File: config.mk
export PLATFORM = sky130hd
export DESIGN_NAME = router_sync_param
export DESIGN_NICKNAME = d
export VERILOG_FILES = /design/src/rtl/router_pkg.sv /design/src/rtl/router_timeout_ctr.sv /design/src/rtl/router_sync_param.sv
export SDC_FILE = /design/constraint.sdc
export NUM_CORES = 1
export LEC_CHECK = 0
export CAP_MARGIN = 10
export CORE_UTILIZATION = 40
export DETAILED_ROUTE_END_ITERATION = 10
export PLACE_DENSITY = 0.65
export SLEW_MARGIN = 5
export SYNTH_ARGS = -nofsm -noshare
export SYNTH_HDL_FRONTEND = slang
export SYNTH_SLANG_ARGS = --single-unit
File: constraint.sdc
create_clock -name clock -period 2.6 [get_ports clock]
set_input_delay 0.26 -clock clock [delete_from_list [all_inputs] [get_ports clock]]
set_output_delay 0.26 -clock clock [all_outputs]
set_load 0.01 [all_outputs]
File: src/rtl/router_pkg.sv
// Shared constants and helpers for the router output-side synchroniser.
// Used by the top level and the per-port timeout counters.
package router_pkg;

  localparam int MAX_PORTS       = 16;
  localparam int DEFAULT_TIMEOUT = 30;

  function automatic int clog2(input int value);
    int r;
    r = 0;
    while ((1 << r) < value) r = r + 1;
    return r;
  endfunction

  // Out-of-range index decodes to all zeros.
  function automatic logic [MAX_PORTS-1:0] onehot_dec(
    input int index,
    input int width
  );
    logic [MAX_PORTS-1:0] r;
    r = '0;
    if (index >= 0 && index < width && index < MAX_PORTS)
      r = MAX_PORTS'(1) << index;
    return r;
  endfunction

endpackage

File: src/rtl/router_timeout_ctr.sv
// Per-port unread-data watchdog: raises soft_reset after TIMEOUT
// consecutive unread valid cycles and keeps a sticky flag of it.
module router_timeout_ctr
  import router_pkg::*;
#(
  parameter int TIMEOUT = DEFAULT_TIMEOUT,
  parameter int CNT_W   = clog2(DEFAULT_TIMEOUT + 1)
) (
  input  logic clock,
  input  logic resetn,
  input  logic vld,
  input  logic rd,
  input  logic clr,
  output logic soft_reset,
  output logic timeout_flag
);

  logic [CNT_W-1:0] cnt;
  logic             fire;

  assign fire = vld && !rd && !soft_reset &&
                (cnt == CNT_W'(TIMEOUT - 1));

  always_ff @(posedge clock or negedge resetn) begin
    if (!resetn) begin
      cnt        <= '0;
      soft_reset <= 1'b0;
    end else if (!vld || rd) begin
      cnt        <= '0;
      soft_reset <= 1'b0;
    end else if (soft_reset) begin
      cnt        <= '0;
    end else if (fire) begin
      cnt        <= '0;
      soft_reset <= 1'b1;
    end else begin
      cnt        <= cnt + 1'b1;
    end
  end

  // A new timeout beats a simultaneous clear.
  always_ff @(posedge clock or negedge resetn) begin
    if (!resetn)
      timeout_flag <= 1'b0;
    else if (fire)
      timeout_flag <= 1'b1;
    else if (clr)
      timeout_flag <= 1'b0;
  end

endmodule

File: src/rtl/router_sync_param.sv
// Synchroniser between the router FSM and NUM_PORTS output FIFOs:
// destination latch, write-enable/full muxing and per-port timeouts.
module router_sync_param
  import router_pkg::*;
#(
  parameter int NUM_PORTS = 3,
  parameter int ADDR_W    = 2,
  parameter int TIMEOUT   = DEFAULT_TIMEOUT
) (
  input  logic                 clock,
  input  logic                 resetn,
  input  logic                 detect_add,
  input  logic                 write_enb_reg,
  input  logic [ADDR_W-1:0]    data_in,
  input  logic [NUM_PORTS-1:0] read_enb,
  input  logic [NUM_PORTS-1:0] full,
  input  logic [NUM_PORTS-1:0] empty,
  input  logic [NUM_PORTS-1:0] timeout_clr,
  output logic                 fifo_full,
  output logic [NUM_PORTS-1:0] write_enb,
  output logic [NUM_PORTS-1:0] vld_out,
  output logic [NUM_PORTS-1:0] soft_reset,
  output logic [NUM_PORTS-1:0] timeout_flag,
  output logic                 addr_err
);

  localparam int CNT_W = clog2(TIMEOUT + 1);

  logic [ADDR_W-1:0]    dest;
  logic                 dest_valid;
  logic                 in_range;
  logic [NUM_PORTS-1:0] sel;

  assign in_range = 32'(data_in) < NUM_PORTS;

  always_ff @(posedge clock or negedge resetn) begin
    if (!resetn) begin
      dest       <= '0;
      dest_valid <= 1'b0;
      addr_err   <= 1'b0;
    end else begin
      addr_err <= detect_add && !in_range;
      if (detect_add) begin
        dest       <= data_in;
        dest_valid <= in_range;
      end
    end
  end

  // Decode uses the registered dest, so a same-cycle header
  // only takes effect on the following cycle.
  always_comb begin
    sel = NUM_PORTS'(onehot_dec(int'(dest), NUM_PORTS));
  end

  assign fifo_full = dest_valid && |(sel & full);
  assign write_enb = (write_enb_reg && dest_valid) ? sel : '0;
  assign vld_out   = ~empty;

  for (genvar i = 0; i < NUM_PORTS; i++) begin : g_port
    router_timeout_ctr #(
      .TIMEOUT(TIMEOUT),
      .CNT_W  (CNT_W)
    ) u_ctr (
      .clock       (clock),
      .resetn      (resetn),
      .vld         (vld_out[i]),
      .rd          (read_enb[i]),
      .clr         (timeout_clr[i]),
      .soft_reset  (soft_reset[i]),
      .timeout_flag(timeout_flag[i])
    );
  end

endmodule

==> results.md <==
- Status: finished, violations left
- Failing checks: design-rule violations
- RSZ-0062 raised after global routing: no
- Setup crit end kind: output port
- Final period util: 75.1%
- Post-synth EDFFs: 0
- CP delay by family, top: buffers and inverters
- Grt ovf: 0
- Vias post-DR: 827
- IR drop worst, VDD: 0.000168 V
- Core area: 2830 um^2
- Slowest Stage Delay on Critical Path: 0.54 ns
- Synth warnings: 0
- CTS tree: built
- Pwr Total: 0.000669 W
- GR peak layer: met2
- Avg Synthesized Cell Area: 11.1 um^2
- Die Ht: 57.3 um
- R2r endpoint: g_port[0].u_ctr.cnt[4]$_DFF_PN0_
- Yosys top cell by area: dfrtp_1
- I/O pins: 32
- Wire length after detailed routing: 2.03 mm
- Filler instances: 256
- # resized after CTS: 0
- Worst min path class: in2async
- Setup WS post-layout: 0.647 ns
- CTS Buffer Depth: 2
- HPWL after DPL: 1.55 mm
- Max Freq: 0.512 GHz
- H-tree depth: 1
- Port bufs: 31
- Global Route met2 Usage: 25.4%
- Fin nets: 162
- Clk slew on worst S/H paths: 0.14 ns
- Vias in the first global route: 835
- Clock Latency Late Sink: 0.32 ns
- CP Class: reg2out
- Top cells by area, synth: dfrtp_1 51%, ha_1 6.1%, buf_4 5.5%
- Critical Path Start Type: flip-flop
- WL per Instance: 12.1 um
- Site Rows: 19
- Initial Util: 43.3%
- Yosys cell types: 21
- Ys async rst share: 100%
- Setup TNS: 0 ns
- R2r setup slk: 1.44 ns
- RR Startpoint: g_port[0].u_ctr.cnt[1]$_DFF_PN0_
- R2R depth: 5
- #FFs+latches synth: 25
- Primary FF master, synth: dfrtp_1
- Setup Skew: 0.0144 ns
- Critical-path cell list: mux2i_1 > o21ai_1 > and2_1 > clkdlybuf4s50_1
- Cells after Synth: 110
- Via/cell ratio: 4.92
- CP bufs+invs: 1
- Met1 usage: 15.6%
- Initial antenna violation count: 0
- Pre-CTS setup slack: 0.781 ns
- Slew Limit Fails: 0
- Post-Syn Area: 1220 um^2
- Pin count of the biggest net entering global routing: 26
- Final hold violations: 0
- MaxCap Viol Count: 0
- Post-layout minimum cycle time: 1.95 ns
- Root Buffer: clkbuf_4
- # setup viols final: 0
- Post-DRT Antenna Nets: 0
- Diodes inserted: 0
- GP Congestion: 0.672
- P per Cell Area: 434 nW/um^2
- DRT Pass-1 Iters: 7
- CP arrival: 1.69 ns
- Sequential fraction of the synthesis area: 51.1%
- Drt drc: 1
- Die W: 57.3 um
- Total GRT Usage: 14.3%
- Slew Limit Headroom: 79.5%
- M3 GR Usage: 3.85%
- Share of the synthesized area in the top cell type: 51.1%
- WP data required: 2.34 ns
- Worst Max-Slew Pin Slew: 0.307 ns
- Min Hold Slack: 0.278 ns
- First-pass GRT wire length: 3.54 mm
- Initial drt markers: 24
- Setup Buffers After CTS: 0
- # hold bufs at CTS: 0
- Die area: 3290 um^2
- Crit-path max FO: 6
- Mapped Nets: 134
- Sink Count: 25
- Slowest cell on the critical path: clkdlybuf4s50_1
- CTS Buf Count: 3
- Layout cells sized above 1: 11.7%
- P_leak: 0.696 nW
- Layout area overhead: 25.8%
-- report_power, final --
part           switching [W]  internal, W
Clock               0.000116    0.0000576
Sequential         0.0000106     0.000398
Combinational      0.0000353    0.0000510
Total               0.000162     0.000507
-- stage by stage --
stage | instances | area [um^2] | util [%]
detailed placement | 164 | 1510 | 53.5
global placement | 164 | 1510 | 53.5
finish | 168 | 1540 | 54.5
CTS | 168 | 1540 | 54.5
floorplan | 110 | 1220 | -
global route | 168 | 1540 | 54.5
-- routing by layer --
metal | vias up | share of wire (%)
li1 | 410 | -
met1 | 392 | 41
met5 | - | 0
met3 | 4 | 5.2
met4 | 0 | 1.9
met2 | 21 | 52
-- placed cells by master (no fill, tap or decap), types with 4 or more instances in the layout --
cell type / n
inv_1: 9
xor2_1: 6
nor3_1: 4
nand3_1: 6
dfrtp_1: 25
nand2_1: 4
clkdlybuf4s50_1: 31
nor2_1: 17
ha_1: 6
-- final cells by class --
cell class	instances	area (um^2)	share of cell area [%]
timing repair buffer	32	318	20.6
clock buffer	3	22.5	1.46
clock inverter	1	5.00	0.325
inverter	9	33.8	2.19
tap	31	38.8	2.52
multi-input combinational	67	498	32.3
sequential	25	626	40.6
-- how the worst max path moves through the flow --
stage | startpoint | to | slack (ns) | cells after the start
after CTS | dest[0]$_DFFE_PN0P_ | fifo_full | 0.62 | 4
after global placement | full[1] | fifo_full | 0.81 | 5
after global routing | dest[0]$_DFFE_PN0P_ | fifo_full | 0.53 | 4
after floorplan | dest[0]$_DFFE_PN0P_ | fifo_full | 1.53 | 3
after detailed placement | full[0] | fifo_full | 0.78 | 5
final | dest[0]$_DFFE_PN0P_ | fifo_full | 0.65 | 4
-- cell families (layout without fill, tap and decap cells) --
family,count (synthesis),count (layout),share of synthesized area [%]
compound gates,7,7,7.46
xor+xnor,9,9,6.44
fa+ha+maj,6,6,6.13
buf+inv,18,45,8.27
flops,25,25,51.1
mux,3,3,2.66
simple gates,42,42,18.0
-- synthesized netlist by cell type, drive strengths merged, types with 2 or more instances --
master   n
dfrtp   25
nor2    17
buf      9
inv      9
ha       6
nand3    6
xor2     6
nand2    4
nor3     4
a211oi   3
nand2b   3
nand4    3
o41ai    3
xnor2    3
mux2     2
nor3b    2
-- worst reg2reg max path: stages (launching register included) --
cell     delay [ns]
dfrtp_1        0.43
inv_1          0.07
ha_1           0.15
nand4_2        0.15
nand2_1        0.19
nor2_1         0.07
-- state kept, by name (all words and copies together), names as in the netlist --
register                   flops
dest_valid                     1
dest                           2
addr_err                       1
g_port.u_ctr.soft_reset        3
g_port.u_ctr.cnt              15
g_port.u_ctr.timeout_flag      3
Power figures use the tool's default switching activity.
